File: src/rtl/din_debounce_if.sv
// Signal bundle between the raw input pin and the debounced level delivered to
// the shifter's DIN input. The bench drives through master; the debouncer
// uses slave.
interface din_debounce_if;
  logic din;   // raw asynchronous pin (bouncy)
  logic dout;  // debounced level
  logic rise;  // 1-cycle pulse when dout goes 0->1
  logic fall;  // 1-cycle pulse when dout goes 1->0
  logic busy;  // a candidate change is being timed

  modport master (
    output din,
    input  dout, rise, fall, busy
  );

  modport slave (
    input  din,
    output dout, rise, fall, busy
  );
endinterface

File: src/rtl/din_debounce.sv
// din_debounce: input conditioner in front of the serial shift stage.
// It synchronises the raw pin through two flops. A level change is accepted
// only after DEB_CYCLES consecutive cycles of agreement. Each accepted edge
// is flagged with a one-cycle rise or fall pulse. All outputs are registered,
// so dout is glitch-free for the slow-clocked shifter downstream.
module din_debounce #(
  parameter int DEB_CYCLES = 500000,  // stable cycles needed, >= 1
  parameter int CNT_W      = 19,      // 2**CNT_W >= DEB_CYCLES
  parameter bit ACTIVE_LOW = 1'b0     // invert the pin before synchronising
) (
  input  logic          CLK,
  input  logic          rs,
  din_debounce_if.slave bus
);

  typedef enum logic [1:0] {
    IDLE_LO = 2'd0,
    WAIT_HI = 2'd1,
    IDLE_HI = 2'd2,
    WAIT_LO = 2'd3
  } state_t;

  // Terminal count. The counter starts at 0 on WAIT entry and is compared with
  // equality. It therefore never needs to wrap.
  localparam logic [CNT_W-1:0] CNT_LAST = CNT_W'(DEB_CYCLES - 1);

  logic             s1_q, s2_q;
  state_t           state_q, state_d;
  logic [CNT_W-1:0] cnt_q, cnt_d;
  logic             dout_q, dout_d;
  logic             rise_q, rise_d;
  logic             fall_q, fall_d;

  // Two-flop synchroniser. Polarity is applied first, so everything after it
  // sees "1 = active". Reset loads the inactive level.
  always_ff @(posedge CLK) begin
    if (rs) begin
      s1_q <= 1'b0;
      s2_q <= 1'b0;
    end else begin
      s1_q <= bus.din ^ ACTIVE_LOW;
      s2_q <= s1_q;
    end
  end

  // State, counter and registered outputs.
  // Reset wins over everything, including an in-progress WAIT.
  always_ff @(posedge CLK) begin
    if (rs) begin
      state_q <= IDLE_LO;
      cnt_q   <= '0;
      dout_q  <= 1'b0;
      rise_q  <= 1'b0;
      fall_q  <= 1'b0;
    end else begin
      state_q <= state_d;
      cnt_q   <= cnt_d;
      dout_q  <= dout_d;
      rise_q  <= rise_d;
      fall_q  <= fall_d;
    end
  end

  // Next-state logic. A reversal of s2 during WAIT aborts the attempt.
  // The next attempt always restarts the count from 0.
  always_comb begin
    state_d = state_q;
    cnt_d   = cnt_q;
    dout_d  = dout_q;
    rise_d  = 1'b0;
    fall_d  = 1'b0;
    unique case (state_q)
      IDLE_LO: begin
        if (s2_q) begin
          state_d = WAIT_HI;
          cnt_d   = '0;
        end
      end
      WAIT_HI: begin
        if (!s2_q) begin
          state_d = IDLE_LO;
        end else if (cnt_q == CNT_LAST) begin
          state_d = IDLE_HI;
          dout_d  = 1'b1;
          rise_d  = 1'b1;
        end else begin
          cnt_d = cnt_q + 1'b1;
        end
      end
      IDLE_HI: begin
        if (!s2_q) begin
          state_d = WAIT_LO;
          cnt_d   = '0;
        end
      end
      WAIT_LO: begin
        if (s2_q) begin
          state_d = IDLE_HI;
        end else if (cnt_q == CNT_LAST) begin
          state_d = IDLE_LO;
          dout_d  = 1'b0;
          fall_d  = 1'b1;
        end else begin
          cnt_d = cnt_q + 1'b1;
        end
      end
      default: begin
        state_d = IDLE_LO;
        dout_d  = 1'b0;
      end
    endcase
  end

  assign bus.dout = dout_q;
  assign bus.rise = rise_q;
  assign bus.fall = fall_q;
  assign bus.busy = (state_q == WAIT_HI) || (state_q == WAIT_LO);

endmodule

File: src/flat_wrapper.sv
// flat-port wrapper written by rule: the top's interface ports become plain ports
module din_debounce_flat 
#(
  parameter int DEB_CYCLES = 500000,                               
  parameter int CNT_W      = 19,                               
  parameter bit ACTIVE_LOW = 1'b0                                           
)
  (CLK, rs, bus_din, bus_dout, bus_rise, bus_fall, bus_busy);
  din_debounce_if bus_i ();
  input  logic CLK;
  input  logic rs;
  input wire logic [$bits(bus_i.din)-1:0] bus_din;
  output wire logic [$bits(bus_i.dout)-1:0] bus_dout;
  output wire logic [$bits(bus_i.rise)-1:0] bus_rise;
  output wire logic [$bits(bus_i.fall)-1:0] bus_fall;
  output wire logic [$bits(bus_i.busy)-1:0] bus_busy;
  assign bus_i.din = bus_din;
  assign bus_dout = bus_i.dout;
  assign bus_rise = bus_i.rise;
  assign bus_fall = bus_i.fall;
  assign bus_busy = bus_i.busy;
  din_debounce #(.DEB_CYCLES(DEB_CYCLES), .CNT_W(CNT_W), .ACTIVE_LOW(ACTIVE_LOW)) u_core (.CLK(CLK), .rs(rs), .bus(bus_i));
endmodule
File: config.mk
export PLATFORM = sky130hd
export DESIGN_NAME = din_debounce_flat
export DESIGN_NICKNAME = d
export VERILOG_FILES = /design/src/rtl/din_debounce_if.sv /design/src/rtl/din_debounce.sv /design/src/flat_wrapper.sv
export SDC_FILE = /design/constraint.sdc
export NUM_CORES = 1
export LEC_CHECK = 0
export ABC_AREA = 1
export ABC_CLOCK_PERIOD_IN_PS = 2000
export CAP_MARGIN = 40
export CORE_MARGIN = 2
export CORE_UTILIZATION = 57
export DETAILED_ROUTE_END_ITERATION = 8
export PLACE_DENSITY = 0.74
export SYNTH_ARGS = -nofsm -noshare
export SYNTH_HDL_FRONTEND = slang
export SYNTH_SLANG_ARGS = --single-unit
File: constraint.sdc
create_clock -name CLK -period 2 [get_ports CLK]
set_input_delay 0.5 -clock CLK [delete_from_list [all_inputs] [get_ports CLK]]
set_output_delay 0.5 -clock CLK [all_outputs]
set_load 0.03 [all_outputs]
# [After elaboration in Yosys (flattened, before gate mapping)]
# Cells that the tools add are included.
[classes] n_addsub=1 multipliers=0 n_div=0 order_cmp=0 n_eq_ne=12 shifts=0 n_mux=19 n_bitwise=3 n_reduce_logical=8
[ops] op="$mux W19" count=5
[ops] op="$pmux W19 S4" count=1
[ops] op="$add A19 B1 Y19 const B" count=1
[ops] op="$eq A19 B19 Y1 const B" count=1
[ops] op="$mux W2" count=6
[ops] op="$ne A2 B1 Y1 const B" count=4
[ops] op="$pmux W2 S4" count=1
[ops] op="$reduce_and A4 Y1" count=2
[ops] op="$reduce_or A3 Y1" count=2
[ops] op="$mux W1" count=5
[ops] op="$reduce_and A5 Y1" count=1
[ops] op="$eq A2 B2 Y1 const B" count=2
[ops] op="$ne A2 B2 Y1 const B" count=2
[ops] op="$ne A3 B1 Y1 const B" count=1
[ops] op="$ne A3 B3 Y1 const B" count=1
[ops] op="$not A1 Y1" count=3
[ops] op="$eq A2 B1 Y1 const B" count=1
[ops] op="$logic_not A2 Y1" count=1
[ops] op="$pmux W1 S2" count=1
[ops] op="$reduce_bool A2 Y1" count=1
[ops] op="$logic_or A1 B1 Y1" count=1
[totals] regBits=26 latchBits=0 ramBits=0 romBits=0 output_inout_bits=4 wordCells=50 memories=0

# [Depth between registers and ports, before layout]
[logic_depth] ltp_word=4 mapped_depth=11 ltp_nobuf=10

# [Least setup slack after synthesis]
# Ideal clock, no wire load.
[synth_timing] path_type="reg2reg" from="register u_core.cnt_q[0]" to="register u_core.cnt_q[11]" setup_time_ns=0.116 arrival_ns=1.422 required_time_ns=1.884 setup_slack_ns=0.463 path_stages_with_launch=11 synth_period_minus_slack_ns=1.537 path_cell_list="dfxtp_1 > ha_1 > nand3_2 > clkinv_2 > nand3_2 > nor2_4 > nor2_4 > buf_6 > nand2_1 > o21ai_0 > nor2_1"
[synth_via] elab_chain_len=4 word_cells_on_any_way=6 cone_classes="1 x add/sub; 1 x eq/ne; 4 x mux"
[synth_rtl] item="start: declaration" line="din_debounce.sv:29" text="logic [CNT_W-1:0] cnt_q, cnt_d;"
[synth_rtl] item="start signal: assignment" line="din_debounce.sv:57" text="cnt_q <= cnt_d;"
[synth_rtl] item="$add A19 B1 Y19 / $eq A19 B19 Y1 (equally long branches)"
[synth_rtl] item="$mux W19 (*)" line="din_debounce.sv:82, din_debounce.sv:99"
[synth_rtl] item="$mux W19, on equally long branches" line="din_debounce.sv:97, din_debounce.sv:80"
[synth_rtl] item="$pmux W19 S4 (*)" line="din_debounce.sv:72" text="unique case (state_q)"
# Every way passes the cells marked *; elsewhere a longest branch is shown, timed or not. The select of a mux whose other input is x is not followed.
# A chain may end at the register's enable or synchronous reset.

# [Worst setup path after layout]
[layout_timing] from="register u_core.state_q[0]" to="output bus_busy"
[layout_via] elab_chain_len=2 word_cells_on_any_way=3 cone_classes="2 x eq/ne; 1 x reduce/logical"
[layout_rtl] item="start: declaration" line="din_debounce.sv:28" text="state_t state_q, state_d;"
[layout_rtl] item="start signal: assignment" line="din_debounce.sv:56" text="state_q <= state_d;"
[layout_rtl] item="$eq A2 B1 Y1 / $eq A2 B2 Y1 (equally long branches)" line="din_debounce.sv:117" text="assign bus.busy = (state_q == WAIT_HI) || (state_q == WAIT_LO);"
[layout_rtl] item="$logic_or A1 B1 Y1 (*)" line="din_debounce.sv:117"
[layout_rtl] item="end: declaration" line="flat_wrapper.sv:16" text="output wire logic [$bits(bus_i.busy)-1:0] bus_busy;"
# Every way passes the cells marked *; elsewhere a longest branch is shown, timed or not.

==> flow_summary_export.csv <==
group,metric,value,unit
status,outcome,"finished clean",
setup_path,worst_ep_required_time,1.50,ns
yosys,postSynthCellCount,232,
drt,first_pass_iters,4,
drt,wl_met3,194,um
clocking,cts.sinks,26,
setup_path,r2r_setup_slack,0.20,ns
global_route,grt_max_degree,16,
drt,drt-total-wl,3.19,mm
setup_path,slowest_stage,"clkdlybuf4s50_1",
global_route,track_usage,25.5,%
clocking,clkTransAtPathRegs,0.14,ns
setup_path,critical_path_arrival,1.35,ns
pwr,p_leak,0.547,nW
yosys,ys.flop_type,"dfxtp_1",
drt,wl_met1,1.47,mm
sta,slew_headroom,67.6,%
place,pre_cts_ws,0.238,ns
sta,finalSetupTns,0,ns
finish,fillers,229,
clocking,cts_made_buffers,3,
setup_path,cp_num_buf_inv,1,
yosys,synth-simple-area-share,42.5,%
sta,report.final.hold_viol_count,0,
finish,nNetsFinal,247,
pwr,peakVddDrop,0.528,mV
setup_path,critical_path.max_fanout,2,
floorplan,pin_count,7,
yosys,synth_fa_ha_area_share,0.850,%
clocking,cts.hold.buffers_added,0,
floorplan,rows,18,
clocking,ctsResizeCount,0,
sta,setup_violations,0,
clocking,tritoncts,"built",
global_route,antenna_found_initial,0,
setup_path,crit_type,"register to output pin",
yosys,async_flop_share,0,%
sta,min_period,1.85,ns
finish,syn_to_final_growth,10.7,%
flow_run,drv_cap,0,
floorplan,die_w,54.8,um
global_route,grt_pass1_wl,5.49,mm
setup_path,endpoint_kind,"output pin",
yosys,yosysSeqAreaShare,35.4,%
global_route,grt-ovfl-total,0,
yosys,ys_types,22,
setup_path,endpoint,"bus_busy",
sta,rsz0062_at_grt,"false",
yosys,syn_area,1470,um2
yosys,ys_warn_count,0,
drt,wl_per_cell,11.7,um
yosys,yosys.area.top_type_share,35.4,%
clocking,clk_path_buf_depth,2,
drt,num_vias,1437,
setup_path,rr_endpoint,"u_core.cnt_q[11]",
sta,worst_slew_pin_slew,0.483,ns
floorplan,dieHeight,54.8,um
setup_path,rr_startpoint,"u_core.cnt_q[0]",
setup_path,path_depth,1,
floorplan,start_util,59.9,%
drt,met2_length,1.48,mm
setup_path,ff2ff_path_depth,10,
setup_path,cp-startpoint,"u_core.state_q[0]",
yosys,yosys-mux-area-fraction,0,%
setup_path,crit_path_cell_trace,"clkdlybuf4s50_1",
setup_path,critical_path.top_delay_family,"buffers and inverters",
sta,skew,0.00571,ns
yosys,yosysTopAreaCell,"dfxtp_1",
yosys,synth_top_family_by_area,"simple AND/OR/NAND/NOR gates",
clocking,htreeDepth,1,
finish,antenna_cells,0,
floorplan,core_area,2450,um2
hold_path,hold_class,"register to register",
yosys,synthTopCellsByArea,"dfxtp_1 (35%), nand2_1 (17%), nor2_1 (11%)",
place,io_buffers,6,
yosys,ys_ff_latch,26,
sta,setup_ws,0.145,ns
yosys,synth_xor_area_share,2.98,%
setup_path,crit_path_max_incr_delay,0.67,ns
clocking,cts_root_buffer,"clkbuf_4",
sta,drv_slew,0,
global_route,grt_pass1_vias,1293,
clocking,post_cts_buffers,0,
pwr,powerDensity,567,nW/um2
place,hpwl,2.41,mm
yosys,synth.avg_cell_area,6.34,um2
drt,dr.first_iter.drc_count,68,
sta,fmax,539,MHz
drt,drc,0,
sta,period_share,92.7,%
yosys,synth_compound_area_share,7.82,%
clocking,clk_latency,0.32,ns
finish,drive_above_1_share,8.68,%
floorplan,dieArea,3000,um2
setup_path,start_kind,"register",
place,gp_congestion,0.956,
hold_path,whs_path_depth,2,
yosys,syn_nets,236,
drt,ant_nets,0,
drt,drt-vias-per-instance,5.28,
yosys,synth_edf_count,0,
drt,dr.max_layer_used,"met4",
## power breakdown
group | internal, mW | switching, mW | total, mW
clock | 0.203 | 0.153 | 0.356
sequential | 0.520 | 0.00128 | 0.522
combinational | 0.0163 | 0.0295 | 0.0458
## metrics by stage
| step | hold WS, ns | utilization (%) | instance area [um2] | std cells | total power [mW] |
|---|---|---|---|---|---|
| detailed placement | 0.400 | 64.2 | 1580 | 268 | 0.578 |
| CTS | 0.419 | 66.4 | 1630 | 272 | 0.935 |
| global route | 0.461 | 66.4 | 1630 | 272 | 0.956 |
| floorplan | 0.388 | - | 1470 | 232 | 0.563 |
| global placement | 0.392 | 64.2 | 1580 | 268 | 0.577 |
| finish | 0.415 | 66.4 | 1630 | 272 | 0.923 |
## synthesized netlist by cell type (all sizes together), types with 3 or more instances
| cell type | n |
|---|---|
| a21oi | 18 |
| xor2 | 4 |
| nor3 | 4 |
| dfxtp | 26 |
| clkbuf | 4 |
| nor2 | 45 |
| buf | 3 |
| inv | 27 |
| nand4 | 10 |
| nand2 | 68 |
| nand3 | 15 |
## layout by cell type, fill, tap and decap left out
| cell | instances |
|---|---|
| buf_4 | 7 |
| dfxtp_1 | 26 |
| a21oi_1 | 14 |
| clkdlybuf4s50_1 | 6 |
| inv_1 | 26 |
| clkinv_2 | 1 |
| nor4_1 | 1 |
| nand4_1 | 10 |
| nand2_1 | 68 |
| a21oi_2 | 4 |
| bufinv_16 | 1 |
| and2_1 | 2 |
| nor3_1 | 4 |
| nor2_1 | 43 |
| xnor2_1 | 1 |
| clkbuf_4 | 3 |
| inv_4 | 1 |
| ha_1 | 1 |
| nor2_4 | 2 |
| o21ai_0 | 2 |
| xor2_1 | 4 |
| nand3_2 | 2 |
| nand3_1 | 13 |
## worst min path at each step
stage,slack (ns),endpoint,from
2_1_floorplan,0.39,u_core.s2_q,u_core.s1_q
3_3_place_gp,0.39,u_core.s2_q,u_core.s1_q
3_5_place_dp,0.40,u_core.s2_q,u_core.s1_q
4_1_cts,0.42,u_core.s2_q,u_core.s1_q
5_1_grt,0.46,u_core.s2_q,u_core.s1_q
6_report,0.42,u_core.s2_q,u_core.s1_q
## state kept, by name, indices dropped and copies added (netlist names), named ones only
name,cells
u_core.bus.dout,1
u_core.s1_q,1
u_core.bus.fall,1
u_core.bus.rise,1
u_core.cnt_q,19
u_core.state_q,1
u_core.s2_q,1
## final cells by class
cell class / count / area [um2] / share of cell area [%]
clock buffer: 3 / 22.5 / 1.38
clock inverter: 1 / 30.0 / 1.84
inverter: 28 / 109 / 6.68
multi-input combinational: 171 / 797 / 48.9
sequential: 26 / 520 / 32.0
tap: 30 / 37.5 / 2.30
timing repair buffer: 13 / 113 / 6.91
## metal layers
layer / track usage (%) / vias up
met5: 0 / -
met4: 8.33 / 0
met3: 3.01 / 7
met2: 41.5 / 52
met1: 34.6 / 632
li1: - / 746
## kinds of logic after synthesis
| family | Yosys count |
|---|---|
| compound gates | 20 |
| simple gates | 145 |
| fa+ha+maj | 1 |
| flops | 26 |
| xor+xnor | 5 |
| buf+inv | 35 |
Note: power is estimated with default switching activity, not from simulation.
